==> config.mk <==
export PLATFORM = sky130hd
export DESIGN_NAME = program_counter_stack
export DESIGN_NICKNAME = d
export VERILOG_FILES = /design/src/rtl/program_counter_stack.sv
export SDC_FILE = /design/constraint.sdc
export NUM_CORES = 1
export LEC_CHECK = 0
export ABC_AREA = 0
export ABC_CLOCK_PERIOD_IN_PS = 7100
export BUFFER_PORTS_ARGS = -buffer_cell sky130_fd_sc_hd__buf_2
export CAP_MARGIN = 20
export CORE_MARGIN = 2
export CORE_UTILIZATION = 28
export DETAILED_ROUTE_END_ITERATION = 8
export GPL_ROUTABILITY_DRIVEN = 0
export GPL_TIMING_DRIVEN = 0
export PLACE_DENSITY = 0.44
export SETUP_SLACK_MARGIN = 0.15
export SLEW_MARGIN = 10
export SYNTH_ARGS = -nofsm -noshare
export SYNTH_HDL_FRONTEND = slang
export SYNTH_SLANG_ARGS = --single-unit
==> constraint.sdc <==
create_clock -name clk -period 7.1 [get_ports clk]
set_input_delay 2.13 -clock clk [delete_from_list [all_inputs] [get_ports clk]]
set_output_delay 2.13 -clock clk [all_outputs]
set_load 0.05 [all_outputs]
==> src/rtl/program_counter_stack.sv <==
// program_counter_stack: fetch PC with an internal return-address stack.
// Define PC_STACK_TRAP_EN to make stack misuse a sticky trap that only rst_n clears.
module program_counter_stack #(
  parameter int WIDTH = 8,
  parameter int DEPTH = 4,
  parameter logic [WIDTH-1:0] RESET_ADDR = '0
) (
  input  logic                     clk,
  input  logic                     rst_n,
  input  logic                     en,
  input  logic [2:0]               op,
  input  logic [WIDTH-1:0]         target,
  output logic [WIDTH-1:0]         pc,
  output logic [$clog2(DEPTH):0]   sp,
  output logic                     full,
  output logic                     empty,
  output logic                     err
);
  localparam int AW = $clog2(DEPTH);
  localparam logic [AW:0] FULL_SP = (AW+1)'(DEPTH);
  logic [WIDTH-1:0] stack [DEPTH];
  logic [WIDTH-1:0] pc_n, pc_inc;
  logic [AW:0]      sp_n;
  logic [AW-1:0]    rd_idx, wr_idx;
  logic             err_n, push, misuse;
`ifdef PC_STACK_TRAP_EN
  typedef enum logic {RUN, TRAP} state_t;
  state_t state, state_n;
`endif
  assign pc_inc = pc + WIDTH'(1);
  assign full   = sp == FULL_SP;
  assign empty  = sp == '0;
  assign rd_idx = AW'(sp - (AW+1)'(1));
  assign wr_idx = AW'(sp);
  always_comb begin
    pc_n   = pc;
    sp_n   = sp;
    err_n  = en ? 1'b0 : err;
    push   = 1'b0;
    misuse = 1'b0;
    if (en)
      case (op)
        3'b001: pc_n = pc_inc;
        3'b010: pc_n = target;
        3'b011: begin
          pc_n   = target;
          misuse = full;
          push   = !full;
          sp_n   = full ? sp : sp + (AW+1)'(1);
        end
        3'b100: begin
          misuse = empty;
          pc_n   = empty ? pc_inc : stack[rd_idx];
          sp_n   = empty ? sp : sp - (AW+1)'(1);
        end
        3'b101: sp_n = '0;
        default: ;
      endcase
    err_n = err_n | misuse;
`ifdef PC_STACK_TRAP_EN
    state_n = (state == TRAP || misuse) ? TRAP : RUN;
    if (state_n == TRAP) begin
      pc_n  = pc;
      sp_n  = sp;
      push  = 1'b0;
      err_n = 1'b1;
    end
`endif
  end
  always_ff @(posedge clk) begin
    if (!rst_n) begin
      pc  <= RESET_ADDR;
      sp  <= '0;
      err <= 1'b0;
      for (int i = 0; i < DEPTH; i++) stack[i] <= '0;
    end else begin
      pc  <= pc_n;
      sp  <= sp_n;
      err <= err_n;
      if (push) stack[wr_idx] <= pc_inc;
    end
  end
`ifdef PC_STACK_TRAP_EN
  always_ff @(posedge clk) state <= !rst_n ? RUN : state_n;
`endif
endmodule

Yosys cells after proc, flatten, opt, wreduce, memory -nomap -nowiden:

Memory sizes are Yosys's and may differ from the RTL's.
Index checks and enable logic that the tools add are counted.

* input port bits: 14
* memory bits (writable): 32
* output and inout bits: 14
* register bits: 12
* memories: 1

Memory list
* stack: words 4, bits a word 8, rd ports 1, clocked after Yosys merged registers in 0, wr ports 4, line 21 `logic [WIDTH-1:0] stack [DEPTH];`

* $add $sub $neg: 3
* mux-type cells: 17
* equal/unequal tests: 8
* bitwise gates (word level): 1
* reductions and logical operators: 8

Operator list (count)
* $pmux 8 s3: 1
* $mux 8: 2
* $eq 3x3->1 const B: 3
* $mux 1: 9
* $pmux 3 s3: 1
* $add 8x1->8 const B: 1
* $reduce_or 8->1: 1
* $eq 3x2->1 const B: 2
* $mux 3: 2
* $reduce_bool 3->1: 2
* $ne 2x2->1 const B: 2
* $reduce_and 4->1: 1
* $add 3x1->3 const B: 1
* $eq 3x1->1 const B: 1
* $logic_not 3->1: 1
* $sub 3x1->3 const B: 1
* $mux 2: 1
* $pmux 1 s2: 1
* $reduce_and 2->1: 1
* $reduce_or 2->1: 1
* $logic_not 1->1: 1
* $or 1x1->1: 1

Logic depth before layout (Yosys ltp):

Gate-level depths: netlist of the first run.

* depth after elaboration: 9
* depth in mapped cells: 10
* gate-level depth less buffers: 7

Worst setup path before layout of the first run:

No wires, ideal clock.

* path type: register -> output
* start: register sp[0]
* end: output empty
* data arrival time: 1.885 ns
* cell stages (with the launch flop): 5
* buffers on the path: 1
* data required time: 4.970 ns
* slack: 3.085 ns
* path through: dfxtp_1 -> buf_2 -> inv_1 -> ha_1 -> nor2b_1

* word-level cells in the longest chain between the ends: 1

RTL lines
* from (decl): line 14 `output logic [$clog2(DEPTH):0] sp,`
* from (signal assigned): line 78 `sp <= sp_n;`
* $logic_not 3->1: line 32 `assign empty = sp == '0;`
* to (decl): line 16 `output logic empty,`

No other way between the ends.

Worst setup path after layout of the first run:

* start: register sp[0]
* end: output full

* word-level cells in the longest chain between the ends: 1

RTL lines
* $eq 3x3->1: line 31 `assign full = sp == FULL_SP;`
* to (decl): line 15 `output logic full,`

No other way between the ends.

==> impl_results.md, run 1 <==
* Max-slew headroom at 58.8%
* Via/cell ratio at roughly 4.8
* Final setup vio count at 0
* Synth Warn # at 0
* Layout cell share with drive strength beyond 1 at 23.2%
* Top_reg_cell synth: edfxtp_1
* Gates resized, CTS repair at 0
* Die Ht at between 90 and 100 um
* Via total after detailed routing at between 1500 and 2000
* Total power divided by cell area at between 200 and 250 mW/mm2
* Crit path max fanout at 10
* FF-to-FF Start: sp[0]$_SDFFE_PN0P_
* CTS clk-pin slew, worst paths at roughly 0.080 ns
* CP startpoint: sp[0]$_SDFFE_PN0P_
* Clk_skew at approximately 0.011 ns
* Die Width at a little over 90 um
* Initial antenna violation count at 0
* DP Wirelength at just under 4000 um
* CTS max path bufs at 2
* Die area at 0.00861 mm2
* RSZ-0062 raised after global routing: false
* CTS tree: done
* Async S/R FF share, synth at 0%
* # IOs at 28
* Max_cap viols at 0
* ANT cells at 0
* Vias in the first global route at about 1600
* Post-synthesis cell type count at 36
* First-pass GRT wire length at roughly 9000 um
* Clk_lat worst skew at ~0.30 ns
* TNS Setup at 0 ns
* Per-instance average area after synthesis at between 10 and 15 um2
* Leak at around 0.95 nW
* Initial DRC count at 94
* # DRC at 0
* CP endpoint kind: output pin
* Worst-margin pin slew at around 0.62 ns
* Final Max Slew Viols at 0
* Starting Density at ~29%
* Fin. Hold Viols at 0
* Most frequent cells in the layout: 34 x nor2_1, 32 x edfxtp_1, 28 x buf_2
* Setup WS pre-CTS at ~2.8 ns
* Aggregate global routing overflow at 0
* 1st-pass router iterations at 4
* Root Driver: clkbuf_8
* Row Count at 32
* Fin crit period at approximately 4 ns
* Worst EP required at 4.97 ns
* Commonest non-fill, non-tap cell in the layout: nor2_1
* Post-route ant nets at 0
* CTS Hold Bufs at 0
* Crit Path Class: flop to output pin
* Status: finished, final reports clean
* Pin count of the biggest net entering global routing at 15
* Final worst slack at around 3.0 ns
* Tcrit/Tclk final at 58.0%
* Synth Register Bits at between 40 and 50
* Synthesized net count at about 220
* DRT Wirelength at 5520 um
* Critical path launch point type: flop
* Net count, final at 250
* CTS buffer count at 5
* Global-route usage over all layers at ~14%
* IO buf count at 26
* Post-synth EDFFs at 32
* Htree depth at 2
* Avg WL per Cell at about 16 um
* Number of setup buffers added after CTS at 0
* Layout area overhead at 18.3%
* Maximum VDD drop at slightly above 100 uV
* Sequential area share after synthesis at around 54%
* Max Clk Rate at between 0.2 and 0.25 GHz
* Sink Count at between 40 and 50
* Worst EP arrival at 1.98 ns
* Core region area at 0.00769 mm2
* Cells after Synth at ~200
* Hold/Removal Path Class: flop to flop
* Post-Syn Area at around 0.0022 mm2
cell usage after synthesis (all sizes together), types with 5 or more instances:
| master | n | area share [%] |
|---|---|---|
| o21ai | 9 | 2.0 |
| or3 | 5 | 1.4 |
| nand3 | 5 | 1.1 |
| edfxtp | 32 | 44 |
| clkbuf | 7 | 1.2 |
| inv | 5 | 0.85 |
| nand2 | 9 | 1.5 |
| buf | 6 | 2.5 |
| a21oi | 17 | 3.9 |
| a221oi | 5 | 2.0 |
| dfxtp | 12 | 11 |
| nor3 | 7 | 1.6 |
| mux4 | 8 | 8.2 |
| nor2 | 36 | 6.3 |
flip-flops by register name, indices dropped and copies added (netlist names), named ones only:
name	flops
stack	32
sp	3
pc	8
area by class of cell:
type / count / area (um2)
Fill cell: 825 / 5080
Sequential cell: 44 / 1200
Multi-Input combinational cell: 136 / 911
Timing Repair Buffer: 27 / 138
Tap cell: 102 / 128
Buffer: 13 / 81.3
Clock buffer: 6 / 72.6
Clock inverter: 2 / 60.1
Inverter: 5 / 18.8
cells by family (layout without fill, tap and decap cells):
family / count (synthesis) / in the layout / share of synthesized area, %
AND/OR/NAND/NOR: 76 / 76 / 16.3
flip-flops: 44 / 44 / 54.4
AO/OA/AOI/OAI: 40 / 40 / 11.1
buffers and inverters: 18 / 53 / 4.54
multiplexers: 9 / 9 / 8.62
XOR/XNOR: 7 / 7 / 2.78
adder cells (fa/ha/maj): 4 / 4 / 2.27
metal layers:
metal	global-route usage, %	share of wire [%]
met1	19.1	48
met5	0	0
met4	2.94	0.83
met2	22.6	47
met3	2.52	3.9
per-stage QoR:
stage	utilization [%]	instance area [um2]	total power, mW	instances	hold WS (ns)
after floorplan	-	2210	0.362	198	0.714
after global placement	32.1	2460	0.392	326	0.475
after detailed placement	32.2	2480	0.392	327	0.484
after CTS	34.0	2610	0.620	335	0.506
after global routing	34.0	2610	0.638	335	0.525
final	34.0	2610	0.613	335	0.495
where the power goes:
part           leakage, nW  switching, mW  internal [mW]
sequential           0.429        0.00925          0.286
combinational        0.456         0.0603         0.0293
clock               0.0654         0.0868          0.141
worst paths after layout:
path,slack (ns),cells after the start,endpoint
setup / recovery,2.99,6,full
hold / removal,0.49,2,flop
setup reg to reg,3.88,9,stack[1][3]$_SDFFCE_PN0P_
hold reg to reg,0.49,2,flop
critical path: stages (launching register included):
cell and delay [ns]:
dfxtp_1 0.55, buf_2 0.35, inv_1 0.15, ha_1 0.25, nand2_1 0.14, inv_1 0.05
buf_2 0.20
(Power assumes the default switching activity.)
==> inputs of run 2 (changes only) <==
--- a/config.mk
+++ b/config.mk
@@ -5,8 +5,8 @@
 export SDC_FILE = /design/constraint.sdc
 export NUM_CORES = 1
 export LEC_CHECK = 0
-export ABC_AREA = 0
-export ABC_CLOCK_PERIOD_IN_PS = 7100
+export ABC_AREA = 1
+export ABC_CLOCK_PERIOD_IN_PS = 3400
 export BUFFER_PORTS_ARGS = -buffer_cell sky130_fd_sc_hd__buf_2
 export CAP_MARGIN = 20
 export CORE_MARGIN = 2
@@ -14,7 +14,7 @@
 export DETAILED_ROUTE_END_ITERATION = 8
 export GPL_ROUTABILITY_DRIVEN = 0
 export GPL_TIMING_DRIVEN = 0
-export PLACE_DENSITY = 0.44
+export PLACE_DENSITY = 0.45
 export SETUP_SLACK_MARGIN = 0.15
 export SLEW_MARGIN = 10
 export SYNTH_ARGS = -nofsm -noshare
==> constraint.sdc (replaced) <==
create_clock -name clk -period 3.4 [get_ports clk]
set_input_delay 1.02 -clock clk [delete_from_list [all_inputs] [get_ports clk]]
set_output_delay 1.02 -clock clk [all_outputs]
set_load 0.05 [all_outputs]
==> run 2 against run 1 <==
Synthesized cell count grew 60%. Routed wire length up 13%. Cell count is 37% higher. Critical endpoint is now empty. Largest power group unchanged. Clock power up 150%. Setup slack got worse by 2.6 ns. Total power rose by 130%.
==> impl_results.md, run 2 <==
* Layout area overhead at 17.6%
* IO buf count at 26 (unchanged)
* Total power divided by cell area at 487 mW/mm2 (+110%)
* Avg WL per Cell at 13.6 um (-18%)
* Die Width at 97.3 um (+4.9%)
* # IOs at 28 (unchanged)
* Synth top area cells: edfxtp_1 39%, nand2_1 14%, dfxtp_1 9.9%
* Sw Share at 26.6% (+1.1 points)
* Commonest cells post-synth: 93 x nand2_1, 54 x nor2_1, 41 x nand3_1
* Most common cell in the netlist: nand2_1
* Post-Syn Area at 0.00244 mm2 (+10%)
* Async S/R FF share, synth at 0% (unchanged)
* Initial antenna violation count at 0 (unchanged)
* # DRC at 0 (unchanged)
* Final worst slack at 0.412 ns (-2.57 ns)
* DP Wirelength at 4730 um (+19%)
* Slowest-stage cell, CP: dfxtp_1
* Max Clk Rate at 0.335 GHz
* Worst-margin pin slew at 0.888 ns (+0.269 ns)
* Crit path max fanout at 11 (+1)
* Status: finished, final reports clean
* Die Ht at 97.3 um (+4.9%)
* Post-route ant nets at 0 (unchanged)
* Maximum VDD drop at 173 uV (+72%)
* Gates resized, CTS repair at 0 (unchanged)
* Clk_lat worst skew at 0.30 ns (about the same)
* CTS tree: done
* Most frequent cells in the layout: 93 x nand2_1, 54 x nor2_1, 41 x nand3_1
* Worst hold margin at 0.517 ns (+0.0223 ns)
* Dominant cell type by area after synthesis: edfxtp_1
* Sw Pwr at 371 uW (+140%)
* CTS buffer count at 5 (unchanged)
* Crit Path Class: flop to output pin
* Fin crit period at between 2 and 3 ns
* Max-slew headroom at 40.5% (-18 points)
* Setup WS pre-CTS at 0.724 ns (-2.07 ns)
* Gate power share at 15.7% (+1.1 points)
* Worst EP arrival at 1.97 ns (about the same)
* 1st-pass router iterations at 4 (unchanged)
* Htree depth at 2 (unchanged)
* Crit path max-delay family: buffers and inverters
* Layout cell share with drive strength beyond 1 at 14.8% (-8.4 points)
* Post-synthesis cell type count at 24 (-33%)
* Tcrit/Tclk final at around 90%
* Sink Count at 44 (unchanged)
* Row Count at 34 (+6.3%)
* Fin. Hold Viols at 0 (unchanged)
* Clk_skew at 0.00513 ns (-0.00587 ns)
* Clock share of power at 40.1% (+3.0 points)
* Largest register by flop count: stack
* Global-route usage over all layers at 13.8% (+0.036 points)
* Sequential share of power at 44.1% (-4.1 points)
* CTS clk-pin slew, worst paths at 0.09 ns (about the same)
* Critical path launch point type: flop
* Critical Path Max Stage Delay at 0.33 ns (-0.22 ns)
* Top cell type's share of synthesized area at 39.4% (-4.1 points)
* First-pass GRT wire length at 10200 um (+13%)
* Via/cell ratio at 4.52 (-5.6%)
* Root Driver: clkbuf_8
* Synthesized net count at 335 (+55%)
* Die area at 0.00947 mm2 (+10%)
* DRT Wirelength at 6230 um (+13%)
* Per-instance average area after synthesis at 7.69 um2 (-31%)
* Synth Warn # at 0 (unchanged)
* Worst EP required at 2.38 ns (-2.59 ns)
* Synth Register Bits at 44 (unchanged)
* Starting Density at 28.4% (-0.33 points)
* Aggregate global routing overflow at 0 (unchanged)
* Core region area at 0.00859 mm2 (+12%)
* Pin count of the biggest net entering global routing at 15 (unchanged)
* Vias in the first global route at 1999 (+23%)
* Final Max Slew Viols at 0 (unchanged)
* Cells after Synth at 317 (+60%)
* Cell mode on critical path: buf_2
* Final setup vio count at 0 (unchanged)
* Initial DRC count at 86 (-8.5%)
* CTS max path bufs at 2 (unchanged)
* Met2 usage at 22.8% (+0.16 points)
* Global route hottest layer: met2
* Post-synth EDFFs at 32 (unchanged)
* ANT cells at 0 (unchanged)
* Leak at 1.31 nW (+37%)
* Internal power at 1.02 mW (+120%)
* Largest register FFs at 32 (unchanged)
* CTS Hold Bufs at 0 (unchanged)
* Sequential area share after synthesis at 49.3% (-5.2 points)
* Met1 Usage GRT at 18.3% (-0.80 points)
* Via total after detailed routing at 2075 (+29%)
* Commonest non-fill, non-tap cell in the layout: nand2_1
* Top flop regs: stack (32), pc (8), sp (3)
* Top_reg_cell synth: edfxtp_1
* Crit path cell chain: buf_2, inv_1, buf_2, ha_1, inv_1, nor2_1, buf_2
* Net count, final at 368 (+47%)
* Hold/Removal Path Class: flop to flop
* RSZ-0062 raised after global routing: false
* Number of setup buffers added after CTS at 0 (unchanged)
* CP endpoint kind: output pin
* Worst Path Buf+Inv at 5 (+1)
* TNS Setup at 0 ns (unchanged)
* M3 GR Usage at 2.66% (+0.14 points)
* Max_cap viols at 0 (unchanged)
==> run 2: cell types whose count changed after synthesis, sizes merged, moves of 4 or more <==
cell,change
inv,+33
nand3,+38
clkbuf,-5
a21oi,-7
mux4,-8
nor2,+21
nand2b,-4
or3,-5
nor3,-6
a221oi,-5
xnor2,-4
nor2b,-4
nand2,+88
==> run 2: cells by family (layout without fill, tap and decap cells) <==
family                   after synthesis  after routing  synth area share [%]
AND/OR/NAND/NOR                      200            200                  35.6
buffers and inverters                 47             81                  7.95
flip-flops                            44             44                  49.3
AO/OA/AOI/OAI                         19             19                  4.10
adder cells (fa/ha/maj)                4              4                  2.05
XOR/XNOR                               3              3                  1.08
==> run 2: layout make-up <==
| cell class | instances | area [um2] |
|---|---|---|
| Multi-Input combinational cell | 226 | 1050 |
| Fill cell | 948 | 5730 |
| Timing Repair Buffer | 26 | 130 |
| Tap cell | 108 | 135 |
| Inverter | 38 | 145 |
| Sequential cell | 44 | 1200 |
| Buffer | 9 | 48.8 |
| Clock buffer | 5 | 68.8 |
| Clock inverter | 3 | 90.1 |
==> run 2: worst min-delay path: stages (launching register included) <==
cell and delay (ns):
dfxtp_1 0.34, o211ai_1 0.10, inv_1 0.05
==> run 2: path summary, 6_finish.rpt <==
kind,start,to,slack [ns],depth (start not counted)
max,sp[0]$_SDFFE_PN0P_,empty,0.41,7
min,flop,flop,0.52,2
min reg2reg,flop,flop,0.52,2
max reg2reg,sp[0]$_SDFFE_PN0P_,stack[0][0]$_SDFFCE_PN0P_,0.84,11
==> run 2: power by group through the flow <==
| stage | Sequential [mW] | Combinational, mW | Clock [mW] |
|---|---|---|---|
| finish | 0.616 | 0.219 | 0.560 |
| global route | 0.620 | 0.247 | 0.591 |
| global placement | 0.628 | 0.222 | 0 |
| CTS | 0.616 | 0.223 | 0.571 |
| floorplan | 0.658 | 0.125 | 0 |
| detailed placement | 0.628 | 0.223 | 0 |
==> run 2: routing by layer <==
metal,routed length (um),vias up
li1,-,1076
met1,2920,953
met2,2950,37
met3,247,9
met4,110,0
met5,0,-
==> run 2: through the flow <==
stage               total power [mW]  area [um2]  utilization [%]  cells
finish                          1.40        2870             33.4    459
global route                    1.46        2870             33.4    459
CTS                             1.41        2870             33.4    459
detailed placement             0.851        2710             31.5    451
global placement               0.851        2700             31.5    451
floorplan                      0.783        2440                -    317
==> inputs of run 3 (changes only) <==
--- a/config.mk
+++ b/config.mk
@@ -9,12 +9,12 @@
 export ABC_CLOCK_PERIOD_IN_PS = 3400
 export BUFFER_PORTS_ARGS = -buffer_cell sky130_fd_sc_hd__buf_2
 export CAP_MARGIN = 20
-export CORE_MARGIN = 2
 export CORE_UTILIZATION = 28
 export DETAILED_ROUTE_END_ITERATION = 8
 export GPL_ROUTABILITY_DRIVEN = 0
 export GPL_TIMING_DRIVEN = 0
 export PLACE_DENSITY = 0.45
+export RECOVER_POWER = 25
 export SETUP_SLACK_MARGIN = 0.15
 export SLEW_MARGIN = 10
 export SYNTH_ARGS = -nofsm -noshare
==> run 3 against run 2 <==
Clock power fell by 26%. Fmax fell by 0.88%. Clock skew rose by 0.0025 ns. Non-clock buffer count is the same. Setup slack got worse by 0.027 ns. Sequential cell count stayed put. Register-to-register slack lost 0.36 ns. Largest cell class unchanged. Highest routed layer unchanged.
==> impl_results.md, run 3 (synthesis gave the netlist of run 2 again) <==
* Status: finished, final reports clean
* Fillcell total at 938 (-1.1%)
* Aggregate global routing overflow at 0 (unchanged)
* TNS Setup at 0 ns (unchanged)
* Worst Path Buf+Inv at 5 (unchanged)
* Post-route ant nets at 0 (unchanged)
* Sw Share at 30.3% (+3.7 points)
* Global route hottest layer: met2
* Via/cell ratio at 4.61 (+2.1%)
* DRT Wirelength at 6360 um (+2.1%)
* Worst EP arrival at 1.99 ns (+0.02 ns)
* Final setup vio count at 0 (unchanged)
* Crit path max-delay family: buffers and inverters
* First-pass GRT wire length at 10300 um (+1.4%)
* Fin. Hold Viols at 0 (unchanged)
* Slowest-stage cell, CP: dfxtp_1
* Cell mode on critical path: buf_2
* Root Driver: clkbuf_8
* CP endpoint kind: output pin
* Critical path launch point type: flop
* # IOs at 28 (unchanged)
* DP Area at 0.00271 mm2 (-0.14%)
* Net count, final at 368 (unchanged)
* Met1 Usage GRT at 20.2% (+2.0 points)
* Sw Pwr at 379 uW (+2.1%)
* Crit Path Class: flop to output pin
* Setup WS pre-CTS at 0.693 ns (-0.0312 ns)
* Max Clk Rate at 0.332 GHz (-0.88%)
* M3 GR Usage at 2.71% (+0.049 points)
* Sequential share of power at 49.2% (+5.1 points)
* Die Ht at 95.3 um (-2.1%)
* Leak at 1.24 nW (-5.3%)
* CTS buffer count at 5 (unchanged)
* Layout cell share with drive strength beyond 1 at 11.1% (-3.7 points)
* Vias in the first global route at 2031 (+1.6%)
* Gate power share at 17.4% (+1.7 points)
* Via total after detailed routing at 2104 (+1.4%)
* Initial antenna violation count at 0 (unchanged)
* Worst-margin pin slew at 0.811 ns (-0.0770 ns)
* Met2 usage at 25.8% (+3.0 points)
* Clk_skew at 0.00765 ns (+0.00252 ns)
* CTS tree: done
* Largest register by flop count: stack
* CTS max path bufs at 2 (unchanged)
* Layout area overhead at 14.4%
* Htree depth at 2 (unchanged)
* Avg WL per Cell at 13.9 um (+2.8%)
* RSZ-0062 raised after global routing: false
* Final non-filler cell area at 0.00279 mm2 (-2.7%)
* Total power divided by cell area at 448 mW/mm2 (-7.9%)
* ANT cells at 0 (unchanged)
* Worst EP required at 2.38 ns (about the same)
* Core region area at 0.00834 mm2 (-2.9%)
* 1st-pass router iterations at 4 (unchanged)
* Starting Density at 29.2% (+0.86 points)
* Total power at 1.25 mW (-10%)
* IO buf count at 26 (unchanged)
* Tcrit/Tclk final at 88.6% (+0.78 points)
* Crit path cell chain: buf_2, inv_1, buf_2, ha_1, inv_1, nor2_1, buf_2
* Sink Count at 44 (unchanged)
* Row Count at 33 (-2.9%)
* Most frequent cells in the layout: 93 x nand2_1, 55 x nor2_1, 42 x nand3_1
* Number of setup buffers added after CTS at 0 (unchanged)
* Internal power at 872 uW (-15%)
* Maximum VDD drop at 137 uV (-21%)
* Largest register FFs at 32 (unchanged)
* Commonest non-fill, non-tap cell in the layout: nand2_1
* Critical Path Max Stage Delay at 0.33 ns (about the same)
* Hold/Removal Path Class: flop to flop
* Gates resized, CTS repair at 0 (unchanged)
* Max-slew headroom at 45.6% (+5.2 points)
* Fin crit period at 3.01 ns (+0.0266 ns)
* Pin count of the biggest net entering global routing at 15 (unchanged)
* Final worst slack at 0.386 ns (-0.0266 ns)
* Global-route usage over all layers at 15.4% (+1.6 points)
* Fin cells at 456 (-0.65%)
* Top flop regs: stack (32), pc (8), sp (3)
* Final Max Slew Viols at 0 (unchanged)
* Max_cap viols at 0 (unchanged)
* Initial DRC count at 127 (+48%)
* Clock share of power at 33.4% (-6.7 points)
* Total placed cells including tap cells at 448 (-0.67%)
* # DRC at 0 (unchanged)
* Die area at 0.00909 mm2 (-4.1%)
* DP Wirelength at 4700 um (-0.73%)
* CTS Hold Bufs at 0 (unchanged)
* Clk_lat worst skew at 0.30 ns (about the same)
* Crit path max fanout at 11 (unchanged)
* CTS clk-pin slew, worst paths at 0.09 ns (about the same)
* Die Width at 95.3 um (-2.1%)
-- run 3: cell count changes in the layout (fill, tap and decap cells not counted), sizes merged --
| cell | change |
|---|---|
| clkinv | +1 |
| buf | -11 |
| bufinv | -2 |
| clkbuf | +11 |
| clkinvlp | +1 |
-- run 3: power groups by stage --
stage / sequential [mW] / combinational [mW] / clock (mW)
after floorplan: 0.658 / 0.125 / 0
after global placement: 0.628 / 0.222 / 0
after detailed placement: 0.628 / 0.223 / 0
after CTS: 0.615 / 0.224 / 0.425
after global routing: 0.619 / 0.244 / 0.442
final: 0.616 / 0.218 / 0.417
-- run 3: stage by stage --
step	hold WS [ns]	util (%)
6_report	0.505	33.5
5_1_grt	0.522	33.5
4_1_cts	0.506	33.8
3_5_place_dp	0.483	32.4
3_3_place_gp	0.481	32.4
2_1_floorplan	0.616	-
-- run 3: worst min-delay path, stage by stage (launching register included) --
cell and delay (ns):
dfxtp_1 0.34, o211ai_1 0.09, inv_1 0.05
-- run 3: metal layers --
metal / part of all wire, % / wire length [um]
met4: 1.6 / 103
met5: 0 / 0
met1: 48 / 3050
met2: 47 / 2960
met3: 3.8 / 244
-- run 3: worst paths after layout --
path,start,end,slack (ns),cells after the start
setup / recovery,sp[0]$_SDFFE_PN0P_,empty,0.39,7
hold / removal,flop,flop,0.50,2
setup reg to reg,sp[0]$_SDFFE_PN0P_,stack[2][0]$_SDFFCE_PN0P_,0.48,9
hold reg to reg,flop,flop,0.50,2
-- run 3: area by class of cell --
| type | instances | area, um2 | area share [%] |
|---|---|---|---|
| Multi-Input combinational cell | 226 | 1040 | 37.1 |
| Sequential cell | 44 | 1200 | 43.0 |
| Inverter | 38 | 145 | 5.20 |
| Timing Repair Buffer | 26 | 116 | 4.17 |
| Clock inverter | 3 | 42.5 | 1.52 |
| Tap cell | 105 | 131 | 4.71 |
| Clock buffer | 5 | 68.8 | 2.47 |
| Buffer | 9 | 48.8 | 1.75 |
